File: src/rtl/seq_detector_param.sv
// Run-time programmable serial pattern detector: shift-register window compared against a
// loadable pattern, with a one-cycle match pulse, a saturating match counter and a sticky seen flag.
module seq_detector_param #(
   parameter int unsigned        PAT_LEN = 4,
   parameter logic [PAT_LEN-1:0] PATTERN = 4'b1011,
   parameter int unsigned        CNT_W   = 8
) (
   input  logic                             clk_2,
   input  logic                             reset,
   input  logic                             serial_in,
   input  logic                             in_valid,
   input  logic [PAT_LEN-1:0]               pattern_in,
   input  logic                             pattern_load,
   input  logic                             overlap_en,
   input  logic                             count_clr,
   output logic                             match,
   output logic [CNT_W-1:0]                 match_count,
   output logic                             seen,
   output logic [$clog2(PAT_LEN+1)-1:0]     fill
);

   localparam int unsigned        FILL_W  = $clog2(PAT_LEN + 1);
   localparam logic [FILL_W-1:0]  FULL    = FILL_W'(PAT_LEN);
   localparam logic [CNT_W-1:0]   CNT_MAX = {CNT_W{1'b1}};

   logic [PAT_LEN-1:0] pat_q;
   logic [PAT_LEN-1:0] win_q;
   logic [PAT_LEN-1:0] win_nxt_c;
   logic [FILL_W-1:0]  fill_inc_c;
   logic               shift_c;
   logic               hit_c;

   // Oldest bit sits in win[0]; a hit needs a full window of fresh bits.
   always_comb begin
      win_nxt_c  = {serial_in, win_q[PAT_LEN-1:1]};
      fill_inc_c = (fill == FULL) ? FULL : fill + FILL_W'(1);
      shift_c    = in_valid && !pattern_load;
      hit_c      = shift_c && (fill_inc_c == FULL) && (win_nxt_c == pat_q);
   end

   always_ff @(posedge clk_2) begin
      if (reset) begin
         pat_q       <= PATTERN;
         win_q       <= '0;
         fill        <= '0;
         match       <= 1'b0;
         match_count <= '0;
         seen        <= 1'b0;
      end else begin
         if (pattern_load) begin
            pat_q <= pattern_in;
            fill  <= '0;
         end else if (in_valid) begin
            win_q <= win_nxt_c;
            fill  <= (hit_c && !overlap_en) ? FILL_W'(0) : fill_inc_c;
         end

         match <= hit_c;

         // Clear takes effect first so a coincident hit still counts once.
         if (count_clr) begin
            match_count <= hit_c ? CNT_W'(1) : CNT_W'(0);
            seen        <= hit_c;
         end else if (hit_c) begin
            if (match_count != CNT_MAX) begin
               match_count <= match_count + CNT_W'(1);
            end
            seen <= 1'b1;
         end
      end
   end

endmodule

File: config.mk
export PLATFORM = sky130hd
export DESIGN_NAME = seq_detector_param
export DESIGN_NICKNAME = d
export VERILOG_FILES = /design/src/rtl/seq_detector_param.sv
export SDC_FILE = /design/constraint.sdc
export NUM_CORES = 1
export LEC_CHECK = 0
export ABC_CLOCK_PERIOD_IN_PS = 2700
export CAP_MARGIN = 10
export CORE_MARGIN = 8
export CORE_UTILIZATION = 45
export CTS_CLUSTER_DIAMETER = 60
export DETAILED_ROUTE_END_ITERATION = 16
export DONT_BUFFER_PORTS = 1
export PLACE_DENSITY = 0.66
export SLEW_MARGIN = 20
export SYNTH_ARGS = -nofsm -noshare
export SYNTH_HDL_FRONTEND = slang
export SYNTH_SLANG_ARGS = --single-unit
File: constraint.sdc
create_clock -name clk_2 -period 2.7 [get_ports clk_2]
set_input_delay 0.54 -clock clk_2 [delete_from_list [all_inputs] [get_ports clk_2]]
set_output_delay 0.54 -clock clk_2 [all_outputs]
set_load 0.01 [all_outputs]
# Word-level counts from Yosys, hierarchy flattened
# Index checks and enable logic that the tools add are counted.
[totals]
ff_bits = 21
input_bits = 11
out_inout_bits = 13
word_cells = 32
[classes]
n_addsub = 2
eq_ne = 4
muxes = 8
n_bitwise = 1
reduce_logical = 11
[ops]
columns = ["operator", "n"]
rows = [
  ["$mux W8", 3],
  ["$add A8 B1 Y8 const B", 1],
  ["$ne A8 B8 Y1 const B", 1],
  ["$eq A3 B3 Y1 const B", 2],
  ["$mux W3", 2],
  ["$eq A4 B4 Y1", 1],
  ["$logic_and A1 B1 Y1", 4],
  ["$reduce_and A2 Y1", 2],
  ["$reduce_bool A2 Y1", 2],
  ["$add A3 B1 Y3 const B", 1],
  ["$mux W1", 3],
  ["$logic_not A1 Y1", 2],
  ["$reduce_or A2 Y1", 1],
  ["$not A1 Y1", 1],
]

# Longest topological paths before layout
[depth]
ltp_word = 7
ltp_mapped = 7
mapped_depth_nobuf = 7

# Least setup slack after synthesis
# OpenSTA, ideal clock, no wires.
[synth_path]
path_kind = "reg-to-reg"
startpoint = "reg fill[0]"
endpoint = "reg match_count[7]"
t_arrival_ns = 2.340
slack_ns = 0.290
stages_incl_launch_ff = 8
n_path_buf = 0
path_cell_list = "dfxtp_1 > inv_1 > ha_1 > nand2b_1 > a2111o_1 > or3_4 > or4_1 > a21oi_1"
[synth_between]
elab_chain_cells = 7
word_cells_on_any_way = 8
classes_between = "add/sub: 1; eq/ne: 2; mux: 1; reduce/logical: 4"
[synth_lines]
columns = ["item", "line_no", "source"]
rows = [
  ["from (decl)", "19", "output logic [$clog2(PAT_LEN+1)-1:0] fill"],
  ["from (signal assigned)", "55", "fill <= (hit_c && !overlap_en) ? FILL_W'(0) : fill_inc_c;"],
  ["$add A3 B1 Y3 / $eq A3 B3 Y1 (equally long branches)", "36", "fill_inc_c = (fill == FULL) ? FULL : fill + FILL_W'(1);"],
  ["$mux W3 (*)", "36", ""],
  ["$eq A3 B3 Y1 (*)", "38", "hit_c = shift_c && (fill_inc_c == FULL) && (win_nxt_c == pat_q);"],
  ["$logic_and A1 B1 Y1 (*) (2 in a row)", "38", ""],
  ["$reduce_bool A2 Y1 (no source line) (*)", "-", ""],
  ["$reduce_and A2 Y1 (no source line) (*)", "-", ""],
  ["to (signal assigned)", "62", "match_count <= hit_c ? CNT_W'(1) : CNT_W'(0);"],
  ["to (signal assigned)", "66", "match_count <= match_count + CNT_W'(1);"],
  ["to (decl)", "17", "output logic [CNT_W-1:0] match_count,"],
]
# Every way passes the cells marked *; elsewhere a longest branch is shown, timed or not.
# A chain may end at the register's enable or synchronous reset.

# Final worst setup path
# Ends and elaborated chain as after synthesis.

==> impl_metrics.json <==
{
  "fin_cells": 140,
  "post_cts_resized": 0,
  "outcome": "finished clean",
  "slew_violations": 0,
  "worstHoldPathType": "in2reg",
  "crit_start": "fill[0]",
  "cp-start-kind": "flip-flop",
  "crit_arrival_ns": 2.82,
  "synthMuxAreaShare_pct": 5.15,
  "fp-row-count": 17,
  "tns_ns": 0,
  "start_util_pct": 45.7,
  "final_nets": 127,
  "rrSetupSlack_ns": 0.11,
  "dp_hpwl_mm": 1.56,
  "num_vias": 784,
  "worst_r2r_path_depth": 7,
  "core_um2": 2130,
  "die_width_um": 62.5,
  "netlist_area_um2": 972,
  "ant_nets": 0,
  "synth_most_common_cell": "dfxtp_1",
  "clockBufferDepth": 2,
  "max-vdd-ir-drop_uv": 327,
  "cap_violations": 0,
  "finalHoldWorstSlack_ns": 0.294,
  "cts_tree": "done",
  "synth.top_cell.area_share_pct": 41.2,
  "fillers": 219,
  "layout_worst_path_cycle_share_pct": 95.8,
  "max_slew_margin_pct": 64.2,
  "synth_compound_area_share_pct": 15.1,
  "synth-simple-area-share_pct": 28.1,
  "cts_setup_buffers": 0,
  "setup_viol_count_final": 0,
  "r2r_end": "match_count[7]",
  "multi_input_area_um2": 542,
  "dieArea_um2": 3900,
  "finalWirelength_mm": 1.99,
  "critical_path_peak_fanout": 5,
  "cts_root_buf": "clkbuf_4",
  "antenna_found_initial": 0,
  "die_y_um": 62.5,
  "criticalPathCategory": "reg2reg",
  "timing.rr.start": "fill[0]",
  "cts_made_buffers": 3,
  "antennaDiodeCount": 0,
  "synth_top_family_by_area": "simple AND/OR/NAND/NOR gates",
  "synth_flop_cell": "dfxtp_1",
  "path_clk_slew_ns": 0.10,
  "grt_max_degree": 16,
  "fmax_mhz": 387,
  "drive_gt1_share_pct": 8.04,
  "post-route-min-period_ns": 2.59,
  "synthTopCellsByCount": "20 x dfxtp_1, 14 x nand2_1, 11 x nor2_1",
  "grt_pass1_wl_mm": 3.39,
  "wl_per_cell_um": 14.2,
  "netlist_instances": 110,
  "seqCellArea_um2": 400,
  "port_buffers": 0,
  "grt_use_total_pct": 10.5,
  "whs_path_depth": 1,
  "pre_cts_ws_ns": 0.155,
  "hold_viol_final": 0,
  "avgSynthCellArea_um2": 8.84,
  "ys_warn_count": 0,
  "ys_async_sr_fraction_pct": 0,
  "dr.pass1.iters": 4,
  "first_iter_violations": 21,
  "syn_nets": 124,
  "tightest_slew_ns": 0.532,
  "dp.cells": 136,
  "synth-seq-cells": 20,
  "drc_errors": 0,
  "synthAdderAreaFrac_pct": 3.86,
  "finalWorstSetupSlack_ns": 0.114,
  "viasPerCell": 5.60,
  "synth_xor_xnor_area_share_pct": 3.60,
  "clk_latency_ns": 0.30,
  "rsz0062_at_grt": "false",
  "cp-end-kind": "flip-flop",
  "yosysUniqueCellTypes": 35,
  "cts_sinks": 20,
  "ctsHoldBuffers": 0,
  "htree_levels": 1,
  "fin_skew_ns": 0.00137,
  "crit_path_end": "match_count[7]",
  "leakage_uw": 0.000398,
  "gp_congestion": 0.734,
  "synth_enable_flop_cells": 0,
  "power.density_nw_per_um2": 485,
  "num_io_pins": 24,
  "worstPathRequired_ns": 2.93,
  "area_growth_pct": 6.18,
  "synth-seq-area-share_pct": 41.2,
  "grt_pass1_vias": 757,
  "synth.area.top_cells": "dfxtp_1 41%, nand2_1 5.4%, mux2i_1 5.1%",
  "synth_area_leader_cell": "dfxtp_1",
  "grt.overflow.total": 0
}
## placed cells by master, fill, tap and decap left out, types with 4 or more instances in the layout
cell	Yosys	layout
a21oi_1	4	4
dfxtp_1	20	20
mux2i_1	5	5
nand2_1	14	14
nor2_1	11	11
nor3_1	4	4
o21ai_0	4	4
## layout make-up
type / instances / share of cell area (%)
Multi-Input combinational cell: 84 / 52.5
Sequential cell: 20 / 38.8
Clock buffer: 4 / 3.52
Tap cell: 28 / 3.39
Inverter: 3 / 1.09
Timing Repair Buffer: 1 / 0.727
## metal layers
metal,track usage [%],routed length [um],up-vias
li1,-,-,401
met1,10.1,834,361
met2,18.4,965,18
met4,4.27,21,0
met3,5.73,168,4
met5,0,0,-
## cell families after synthesis
logic type	count (synthesis)
AND/OR/NAND/NOR	51
AO/OA/AOI/OAI	21
flip-flops	20
buffers and inverters	6
multiplexers	5
XOR/XNOR	4
adder cells (fa/ha/maj)	3
## critical path, cell delays in order, from the launching register on
cell and delay (ns):
dfxtp_1 0.44, inv_1 0.11, ha_1 0.31, nand2b_1 0.14
a2111o_1 0.47, or3_4 0.37, or4_1 0.52, a21oi_1 0.16
## registers in the layout (all words and copies together), names as in the netlist
name and cells:
seen 1, fill 3, match_count 8, match 1, win_q 3, pat_q 4
## worst min path at each step
stage,start,end,slack (ns)
finish,reset,match_count[0],0.29
global route,reset,seen,0.27
CTS,reset,match_count[0],0.28
detailed placement,seen,seen,0.51
global placement,win_q[1],win_q[1],0.50
floorplan,pat_q[2],pat_q[2],0.48
## power breakdown
group / internal (uW) / switching [uW] / total (uW)
registers: 301 / 4.84 / 306
logic: 14.4 / 13.1 / 27.5
clock network: 82.3 / 85.3 / 168
total: 398 / 103 / 501
## stage by stage
step	cell area, um2	utilization, %	power, uW
after floorplan	972	-	340
after global placement	996	46.8	340
after detailed placement	996	46.8	340
after CTS	1030	48.5	512
after global routing	1030	48.5	529
final	1030	48.5	501
Note: power is estimated with default switching activity, not from simulation.
